File: src/rtl/e_stage_muldiv_pkg.sv
// Shared definitions for the Execute-stage multiply/divide unit:
// operation encodings, FSM state encoding and the default datapath width.
package e_stage_muldiv_pkg;

  localparam int XLEN_DEF = 32;

  typedef enum logic [1:0] {
    MD_MULTU = 2'b00,
    MD_MULT  = 2'b01,
    MD_DIVU  = 2'b10,
    MD_DIV   = 2'b11
  } md_op_e;

  typedef enum logic [1:0] {
    IDLE = 2'b00,
    RUN  = 2'b01,
    FIX  = 2'b10,
    DONE = 2'b11
  } md_state_e;

endpackage

File: src/rtl/e_stage_muldiv_datapath.sv
// Iterative magnitude datapath: shift-add multiply and restoring divide
// share one 2*XLEN accumulator, retiring BITS_PER_CYCLE bits per RUN cycle.
module e_stage_muldiv_datapath
  import e_stage_muldiv_pkg::*;
#(
  parameter int XLEN           = XLEN_DEF,
  parameter int BITS_PER_CYCLE = 1
) (
  input  logic              clk,
  input  logic              rst,
  input  logic              load_i,
  input  logic              run_i,
  input  logic              div_i,
  input  logic [XLEN-1:0]   a_mag_i,
  input  logic [XLEN-1:0]   b_mag_i,
  output logic [2*XLEN-1:0] acc_o,
  output logic              last_o
);

  localparam int ITERS = XLEN / BITS_PER_CYCLE;
  localparam int CNT_W = $clog2(ITERS + 1);

  logic [2*XLEN-1:0] acc_q;
  logic [XLEN-1:0]   opnd_q;
  logic              div_q;
  logic [CNT_W-1:0]  cnt_q;

  // Multiply: acc = {partial product, remaining multiplier bits}, LSB decides the add.
  // Divide:   acc = {partial remainder, dividend/quotient bits}, borrow decides the restore.
  function automatic logic [2*XLEN-1:0] md_step(input logic [2*XLEN-1:0] acc,
                                                input logic [XLEN-1:0]   opnd,
                                                input logic              is_div);
    logic [XLEN:0] sum;
    logic [XLEN:0] trial;
    logic [XLEN:0] diff;
    sum   = {1'b0, acc[2*XLEN-1:XLEN]} + {1'b0, opnd};
    trial = acc[2*XLEN-1:XLEN-1];
    diff  = trial - {1'b0, opnd};
    if (is_div) begin
      md_step = diff[XLEN] ? {trial[XLEN-1:0], acc[XLEN-2:0], 1'b0}
                           : {diff[XLEN-1:0],  acc[XLEN-2:0], 1'b1};
    end else begin
      md_step = acc[0] ? {sum, acc[XLEN-1:1]} : {1'b0, acc[2*XLEN-1:1]};
    end
  endfunction

  logic [2*XLEN-1:0] stage [0:BITS_PER_CYCLE];

  assign stage[0] = acc_q;

  for (genvar gi = 0; gi < BITS_PER_CYCLE; gi++) begin : g_step
    assign stage[gi+1] = md_step(stage[gi], opnd_q, div_q);
  end

  always_ff @(negedge clk or posedge rst) begin
    if (rst) begin
      acc_q  <= '0;
      opnd_q <= '0;
      div_q  <= 1'b0;
      cnt_q  <= '0;
    end else if (load_i) begin
      acc_q  <= div_i ? {{XLEN{1'b0}}, a_mag_i} : {{XLEN{1'b0}}, b_mag_i};
      opnd_q <= div_i ? b_mag_i : a_mag_i;
      div_q  <= div_i;
      cnt_q  <= CNT_W'(ITERS);
    end else if (run_i) begin
      acc_q <= stage[BITS_PER_CYCLE];
      cnt_q <= cnt_q - CNT_W'(1);
    end
  end

  assign acc_o  = acc_q;
  assign last_o = (cnt_q == CNT_W'(1));

endmodule

File: src/rtl/e_stage_muldiv.sv
// Execute-stage multiply/divide unit: FSM, HI/LO, stall/done and sign handling.
// Define MULDIV_SIGNED_EN for signed MULT/DIV; otherwise they run as MULTU/DIVU.
module e_stage_muldiv
  import e_stage_muldiv_pkg::*;
#(
  parameter int XLEN           = XLEN_DEF,
  parameter int BITS_PER_CYCLE = 1
) (
  input  logic            clk,
  input  logic            rst,
  input  logic            start_e,
  input  logic [1:0]      op_e,
  input  logic [XLEN-1:0] a_e,
  input  logic [XLEN-1:0] b_e,
  input  logic            flush_e,
  input  logic            mthi_e,
  input  logic            mtlo_e,
  output logic            stall,
  output logic            busy,
  output logic            done,
  output logic [XLEN-1:0] hi,
  output logic [XLEN-1:0] lo
);

  md_state_e         state_q, state_d;
  logic [XLEN-1:0]   hi_q, lo_q;
  logic [XLEN-1:0]   a_raw_q;
  logic              dz_q;
  logic [XLEN-1:0]   a_mag, b_mag;
  logic [XLEN-1:0]   res_hi, res_lo;
  logic [2*XLEN-1:0] acc;
  logic              last;
  logic              accept, is_div, dz_now, mt_ok;

  assign is_div = (op_e == MD_DIVU) || (op_e == MD_DIV);
  assign dz_now = is_div && (b_e == '0);
  assign accept = (state_q == IDLE) && start_e && !flush_e;
  // A start in IDLE wins over a (decoder-impossible) simultaneous MTHI/MTLO.
  assign mt_ok  = !flush_e && (((state_q == IDLE) && !start_e) || (state_q == DONE));

`ifdef MULDIV_SIGNED_EN
  logic signed_op, sgn_a, sgn_b;
  logic neg_q_q, neg_r_q, div_q;

  assign signed_op = (op_e == MD_MULT) || (op_e == MD_DIV);
  assign sgn_a     = signed_op && a_e[XLEN-1];
  assign sgn_b     = signed_op && b_e[XLEN-1];
  assign a_mag     = sgn_a ? -a_e : a_e;
  assign b_mag     = sgn_b ? -b_e : b_e;
`else
  assign a_mag = a_e;
  assign b_mag = b_e;
`endif

  e_stage_muldiv_datapath #(
    .XLEN           (XLEN),
    .BITS_PER_CYCLE (BITS_PER_CYCLE)
  ) u_datapath (
    .clk     (clk),
    .rst     (rst),
    .load_i  (accept),
    .run_i   ((state_q == RUN) && !flush_e),
    .div_i   (is_div),
    .a_mag_i (a_mag),
    .b_mag_i (b_mag),
    .acc_o   (acc),
    .last_o  (last)
  );

  always_comb begin
    state_d = state_q;
    case (state_q)
      IDLE:    if (accept) state_d = dz_now ? FIX : RUN;
      RUN:     if (flush_e) state_d = IDLE;
               else if (last) state_d = FIX;
      FIX:     state_d = flush_e ? IDLE : DONE;
      DONE:    state_d = IDLE;
      default: state_d = IDLE;
    endcase
  end

  // Divide by zero bypasses the datapath: HI keeps the raw dividend.
  always_comb begin
    res_hi = acc[2*XLEN-1:XLEN];
    res_lo = acc[XLEN-1:0];
    if (dz_q) begin
      res_hi = a_raw_q;
      res_lo = '1;
    end
`ifdef MULDIV_SIGNED_EN
    else if (div_q) begin
      if (neg_q_q) res_lo = -acc[XLEN-1:0];
      if (neg_r_q) res_hi = -acc[2*XLEN-1:XLEN];
    end else if (neg_q_q) begin
      {res_hi, res_lo} = -acc;
    end
`endif
  end

  always_ff @(negedge clk or posedge rst) begin
    if (rst) begin
      state_q <= IDLE;
      hi_q    <= '0;
      lo_q    <= '0;
      a_raw_q <= '0;
      dz_q    <= 1'b0;
`ifdef MULDIV_SIGNED_EN
      neg_q_q <= 1'b0;
      neg_r_q <= 1'b0;
      div_q   <= 1'b0;
`endif
    end else begin
      state_q <= state_d;
      if (accept) begin
        a_raw_q <= a_e;
        dz_q    <= dz_now;
`ifdef MULDIV_SIGNED_EN
        neg_q_q <= sgn_a ^ sgn_b;
        neg_r_q <= sgn_a;
        div_q   <= is_div;
`endif
      end
      if ((state_q == FIX) && !flush_e) begin
        hi_q <= res_hi;
        lo_q <= res_lo;
      end else if (mt_ok) begin
        if (mthi_e) hi_q <= a_e;
        if (mtlo_e) lo_q <= a_e;
      end
    end
  end

  assign stall = accept || (state_q == RUN) || (state_q == FIX);
  assign busy  = (state_q == RUN) || (state_q == FIX);
  assign done  = (state_q == DONE);
  assign hi    = hi_q;
  assign lo    = lo_q;

endmodule

File: config.mk
export PLATFORM = sky130hd
export DESIGN_NAME = e_stage_muldiv
export DESIGN_NICKNAME = d
export VERILOG_FILES = /design/src/rtl/e_stage_muldiv_pkg.sv /design/src/rtl/e_stage_muldiv_datapath.sv /design/src/rtl/e_stage_muldiv.sv
export SDC_FILE = /design/constraint.sdc
export NUM_CORES = 1
export LEC_CHECK = 0
export ABC_AREA = 1
export BUFFER_PORTS_ARGS = -buffer_cell sky130_fd_sc_hd__buf_2
export CORE_ASPECT_RATIO = 0.5
export CORE_MARGIN = 2
export CORE_UTILIZATION = 40
export CTS_CLUSTER_DIAMETER = 120
export DETAILED_ROUTE_END_ITERATION = 8
export GPL_ROUTABILITY_DRIVEN = 0
export PLACE_DENSITY = 0.66
export SKIP_LAST_GASP = 1
export SLEW_MARGIN = 30
export SYNTH_ARGS = -nofsm -noshare
export SYNTH_HDL_FRONTEND = slang
export SYNTH_HIERARCHICAL = 1
export SYNTH_SLANG_ARGS = --single-unit
File: constraint.sdc
create_clock -name clk -period 3.3 [get_ports clk]
set_input_delay 0.165 -clock clk [delete_from_list [all_inputs] [get_ports clk]]
set_output_delay 0.165 -clock clk [all_outputs]
set_load 0.05 [all_outputs]
==> results.md, run 1 <==
* Final std cells w/o fill at roughly 3,300
* Mapped Avg Cell Area at 6.20 um^2
* Final wirelength at about 56 mm
* Yosys top cell by area: dfrtn_1
* Post-route ant nets at 0
* Top FF cell, synth: dfrtn_1
* Critical Path RT at between 3000 and 4000 ps
* GRT overflow at 0
* CP endpoint kind: output pin
* Die W at around 290 um
* Clock Skews at approximately 16 ps
* Clk network pwr share at 0.130
* Fin nets at 2,871
* Largest net degree at the start of global routing at ~100
* Avg WL per Cell at 17.1 um
* Tightest Pin Transition at 646 ps
* Chip height at ~150 um
* Yosys warning total at 6
* Max-cap viol count at 0
* Status: finished, violations left
* Setup crit start kind: register
* First-pass GRT wire length at roughly 86 mm
* Detailed-route DRC error count at 0
* Mapped Area at 16,100 um^2
* Main combinational cell family by area after synthesis: simple AND/OR/NAND/NOR gates
* Setup CP Type: reg -> out
* Cts bufs inserted at 23
* Top post-synthesis cells by area: dfrtn_1 (31%), nand2_1 (22%), inv_1 (7.9%)
* Top-area cell type share of the netlist area at 0.314
* Synth Area in Adders at 0.0576
* Core Region at 39,300 um^2
* Peak supply drop at 0.482 mV
* Final HPWL DP at ~43 mm
* Max Root-Sink Buffers at 3
* Hold Vio Cnt, Final at 0
* Total track usage at 0.259
* DR pass1 iterations at 6
* Crit path setup slack, layout at -128 ps
* Post-synthesis mux area share at 0
* Sw Share at 0.544
* Failing checks: negative setup slack
* Initial antenna violation count at 0
* N_diodes at 0
* Placed cells at about 3,200
* Register clock-pin slew on the reported worst setup and hold paths at roughly 50 ps
* Worst slack, placed at ~140 ps
* H-tree depth at 1
* Port Buffers at 137
* Flops & latches, synth at approximately 200
* EDFF count, synth at 0
* CTS tree: built
* Vias in the first global route at approximately 15,000
* Share of power burned in registers at 0.213
* Post-Synthesis Cells at 2,598
* Share of layout cells above drive strength 1 at 0.109
* Critical Path AT at between 3000 and 4000 ps
* Final Slew Violations at 0
* Drt initial violations at around 2,300
* Count leader, synth: nand2_1
* Synth cell types at 46
* Root buf cell: clkbuf_16
* Seq/Total Area, Yosys at 0.314
* Setup violators final at 1
* Die area at ~42,000 um^2
* Async set or reset register ratio after synthesis at 1.00
* Leakage at between 10 and 15 nW
* Max_slew headroom at 0.568
* Number of placement rows at 51
* Power per Cell Area at approximately 1200 nW/um^2
* Worst R2R Path Depth at 17
* Compound-Gate Fraction of Synth Area at 0.164
* Synth Area in XOR/XNOR at 0.0114
* Total power at roughly 22 mW
* Logic pwr share at 0.657
* Pint at ~10 mW
* Hold Crit Depth at 2
* Via density at 5.31
* Layout area overhead at 14.9%
* IO Pins at 139
* Worst-path maximum fanout at 3
* Via count at 17,348
* Switching power at ~12 mW
* Synthesized net count at about 2,700
* Worst min path class: reg -> reg
* Initial core utilization at 0.410
* Synth cell count leaders: nand2_1 (935), inv_1 (341), o21ai_0 (246)
* RSZ-0062 raised after global routing: yes
* Post-Synth Simple-Gate Area at 0.339
* Clk_lat worst skew at roughly 540 ps
* Clk sinks at 202
-- worst paths after layout --
kind | slack, ps | from | endpoint
worst max register to register | 400 | u_datapath/acc_o[31] | u_datapath/acc_o[51]
worst min-delay path | 420 | a_raw_q[4] | a_raw_q[4]
worst max-delay path | -130 | state_q[0] | stall
max in group asynchronous | 1470 | rst | u_datapath/acc_o[29]
min in group asynchronous | 1320 | rst | a_raw_q[3]
worst min register to register | 420 | a_raw_q[4] | a_raw_q[4]
-- flip-flops by register name (all words and copies together) (netlist names) --
name               flops
lo                    32
a_raw_q               32
hi                    32
dz_q                   1
u_datapath/opnd_q     32
u_datapath/cnt_q       6
u_datapath/acc_o      64
state_q                2
u_datapath/div_q       1
-- layout make-up --
class | count | area, um^2
fillers | 4066 | 20800
multi-input cells | 1937 | 9260
flip-flops and latches | 202 | 5050
repair buffers | 215 | 1410
inverters | 347 | 1310
well taps | 530 | 663
clock buffers | 31 | 656
clock inverters | 8 | 155
-- critical path: stages (launching register included) --
cell and delay, ps:
dfrtn_1 350, inv_2 100, ha_4 150, inv_4 40, nor3_4 180, inv_2 60
nand2_2 70, buf_8 140
-- placed cells by master (no fill, tap or decap), drive strengths merged, types with 8 or more instances in the layout --
| cell | count |
|---|---|
| a21oi | 164 |
| a41oi | 22 |
| buf | 215 |
| clkbuf | 31 |
| dfrtn | 202 |
| ha | 71 |
| inv | 345 |
| nand2 | 950 |
| nand3 | 142 |
| nor2 | 212 |
| nor3 | 22 |
| o21ai | 275 |
| o22ai | 10 |
| xnor2 | 13 |
| xor2 | 8 |
-- what timing repair did --
item / 4_1_cts / 5_1_grt
setup buffers: 3 / 1
pin swaps: 0 / 1
hold buffers: 0 / 0
resized for setup: 13 / 4
setup endpoints to repair: 3 / 2
-- layer usage --
layer | vias up | share of wire | GRT usage
met2 | 815 | 0.41 | 0.374
met1 | 7997 | 0.47 | 0.403
li1 | 8477 | - | -
met5 | - | 0 | 0
met4 | 0 | 0.017 | 0.0464
met3 | 59 | 0.10 | 0.0418
-- power groups by stage --
stage	clock, mW	combinational [mW]	sequential [mW]
global route	2.93	15.6	4.70
finish	2.80	14.2	4.58
detailed placement	0	13.7	4.55
CTS	2.83	13.8	4.55
global placement	0	13.5	4.57
floorplan	0	8.82	5.63
-- per-stage QoR --
| stage | hold slack [ps] | setup TNS, ps | util | instance area [um^2] |
|---|---|---|---|---|
| after global routing | 434 | -199 | 0.471 | 18500 |
| after floorplan | 393 | -185 | - | 16100 |
| after detailed placement | 419 | 0 | 0.449 | 17600 |
| after CTS | 421 | -184 | 0.471 | 18500 |
| final | 421 | -128 | 0.471 | 18500 |
| after global placement | 414 | 0 | 0.449 | 17600 |
-- logic make-up (layout without fill, tap and decap cells) --
logic type	after synthesis	count (layout)
DFF	202	202
xor gates and xnor gates	21	21
and+or+nand+nor	1351	1351
buffers and inverters	459	601
AOI/OAI and AO/OA	492	492
adders and majority gates	73	73
No activity file was read; power rests on OpenSTA's default activity.
==> run 2, diff against run 1 <==
--- a/config.mk
+++ b/config.mk
@@ -5,7 +5,6 @@
 export SDC_FILE = /design/constraint.sdc
 export NUM_CORES = 1
 export LEC_CHECK = 0
-export ABC_AREA = 1
 export BUFFER_PORTS_ARGS = -buffer_cell sky130_fd_sc_hd__buf_2
 export CORE_ASPECT_RATIO = 0.5
 export CORE_MARGIN = 2
@@ -13,7 +12,7 @@
 export CTS_CLUSTER_DIAMETER = 120
 export DETAILED_ROUTE_END_ITERATION = 8
 export GPL_ROUTABILITY_DRIVEN = 0
-export PLACE_DENSITY = 0.66
+export PLACE_DENSITY = 0.67
 export SKIP_LAST_GASP = 1
 export SLEW_MARGIN = 30
 export SYNTH_ARGS = -nofsm -noshare
==> results.md, run 2 <==
* Final wirelength at ~45 mm
* Total track usage at 0.234
* Die area at between 30,000 and 40,000 um^2
* Final Slew Violations at 0
* RSZ-0062 raised after global routing: yes
* Peak supply drop at 0.568 mV
* Power per Cell Area at 1230 nW/um^2
* Flops & latches, synth at ~200
* Async set or reset register ratio after synthesis at 1.00
* Die W at ~270 um
* Top FF cell, synth: dfrtn_1
* Mapped Avg Cell Area at 8.47 um^2
* Via density at 5.57
* WHS at ~420 ps
* Initial core utilization at 0.411
* Cells along the critical path: buf_4, buf_4, ha_1, or3_4, buf_8
* Critical Path AT at between 3000 and 4000 ps
* Slowest-stage cell, CP: or3_4
* Failing checks: negative setup slack
* IO Pins at between 100 and 150
* Synthesized net count at around 1,800
* Synth cell types at slightly below 80
* Core Region at ~35,000 um^2
* Worst slack, placed at -315 ps
* First-pass GRT wire length at 70.3 mm
* Yosys top cell by area: dfrtn_1
* Status: finished, violations left
* Setup CP Type: reg -> out
* Leakage at 8.67 nW
* Vias in the first global route at approximately 13,000
* Top post-synthesis cells by area: dfrtn_1 (35%), mux2i_1 (14%), ha_1 (6.2%)
* Initial antenna violation count at 1
* Root buf cell: clkbuf_16
* Most common cell after layout, fill and taps aside: nand2_1
* Detailed-route DRC error count at 0
* Hold Vio Cnt, Final at 0
* Count leader, synth: nand2_1
* Port Buffers at between 100 and 150
* Register clock-pin slew on the reported worst setup and hold paths at around 50 ps
* Post-route ant nets at 0
* H-tree depth at 1
* Clock Skews at roughly 17 ps
* Cts bufs inserted at 22
* Max reg flops at 64
* Fill cells at 3,167
* Final HPWL DP at 32.4 mm
* Via count at 13,419
* Chip height at 138 um
* Synth cell count leaders: nand2_1 (227), dfrtn_1 (202), mux2i_1 (197)
* Avg WL per Cell at ~19 um
* Tightest Pin Transition at roughly 630 ps
* Slowest stage delay, CP at 400 ps
* Clk sinks at 202
* Number of placement rows at 48
* Yosys warning total at 6
* Most frequent cells in the layout: nand2_1 (211), dfrtn_1 (202), mux2i_1 (197)
* Mapped Area at 14,300 um^2
* Setup violators final at 20
* Drt initial violations at 1,115
* Fin nets at 2,062
* GRT overflow at 0
* Max_slew headroom at 0.582
* Post-Synthesis Cells at roughly 1,700
* Max-cap viol count at 0
* CTS tree: built
* Largest net degree at the start of global routing at 100
* Worst min path class: reg -> reg
* Max Root-Sink Buffers at 3
* Seq/Total Area, Yosys at 0.353
* Share of layout cells above drive strength 1 at 0.217
* Layout area overhead at 25.2%
* Clk_lat worst skew at 530 ps
* Worst-path maximum fanout at 2
* Setup crit start kind: register
* CP endpoint kind: output pin
* Top cell by count, worst path: buf_4
* Critical Path RT at 3130 ps
* Top-area cell type share of the netlist area at 0.353
* EDFF count, synth at 0
* DR pass1 iterations at 6
* Crit path setup slack, layout at -443 ps
-- run 2: final timing paths --
kind	start	end	slack [ps]	cells after the start
setup / recovery	state_q[0]	stall	-440	5
hold / removal	a_raw_q[9]	a_raw_q[9]	420	2
setup reg to reg	u_datapath/acc_o[31]	u_datapath/acc_o[60]	-90	17
hold reg to reg	a_raw_q[9]	a_raw_q[9]	420	2
max in group asynchronous	rst	a_raw_q[6]	1460	3
min in group asynchronous	rst	u_datapath/acc_o[29]	1290	3
-- run 2: cells by family after synthesis --
logic type,count (synthesis),share of synthesized area
simple gates,490,0.148
compound gates,452,0.198
buf+inv,221,0.0638
flops,202,0.353
mux,201,0.141
fa+ha+maj,73,0.0648
xor+xnor,52,0.0318
-- run 2: critical path, delay by kind of cell, from the launching register on --
kind / cells / cell delay [ps]
adder cells (fa/ha/maj): 1 / 200
flip-flops: 1 / 360
AND/OR/NAND/NOR: 1 / 400
buffers and inverters: 3 / 430
-- run 2: layout make-up --
type                            instances  area, um^2  area share
Antenna cell                            1        2.50    0.000140
Clock buffer                           31         666      0.0371
Clock inverter                          8         156     0.00872
Inverter                              123         472      0.0263
Multi-Input combinational cell       1268        8750       0.488
Sequential cell                       202        5050       0.282
Tap cell                              475         594      0.0331
Timing Repair Buffer                  300        2240       0.125
-- run 2: per-layer routing --
metal / part of all wire / track usage
met1: 0.44 / 0.312
met4: 0.027 / 0.0675
met3: 0.049 / 0.0317
met5: 0 / 0
met2: 0.48 / 0.400
-- run 2: power by group --
group / total (mW) / leakage (nW) / internal (mW) / switching, mW
Sequential: 4.72 / 2.36 / 3.73 / 0.981
Clock: 2.87 / 0.397 / 1.73 / 1.14
Combinational: 14.6 / 5.91 / 6.01 / 8.55
-- run 2: what timing repair did --
| item | in CTS | in global routing |
|---|---|---|
| resized for setup | 72 | 38 |
| pin swaps | 50 | 35 |
| buffers inserted | 18 | 5 |
| gates cloned | 2 | 0 |
| hold buffers | 0 | 0 |
| endpoints found under the setup margin | 36 | 36 |
-- run 2: per-stage QoR --
stage	std cells	util	setup TNS [ps]	power (mW)	instance area [um^2]
floorplan	1691	-	-93.1	13.7	14300
global route	2407	0.514	-5500	23.6	17900
finish	2408	0.514	-1120	22.1	17900
global placement	2346	0.472	-2610	17.4	16500
detailed placement	2346	0.472	-5980	17.6	16500
CTS	2405	0.509	-3070	21.7	17800
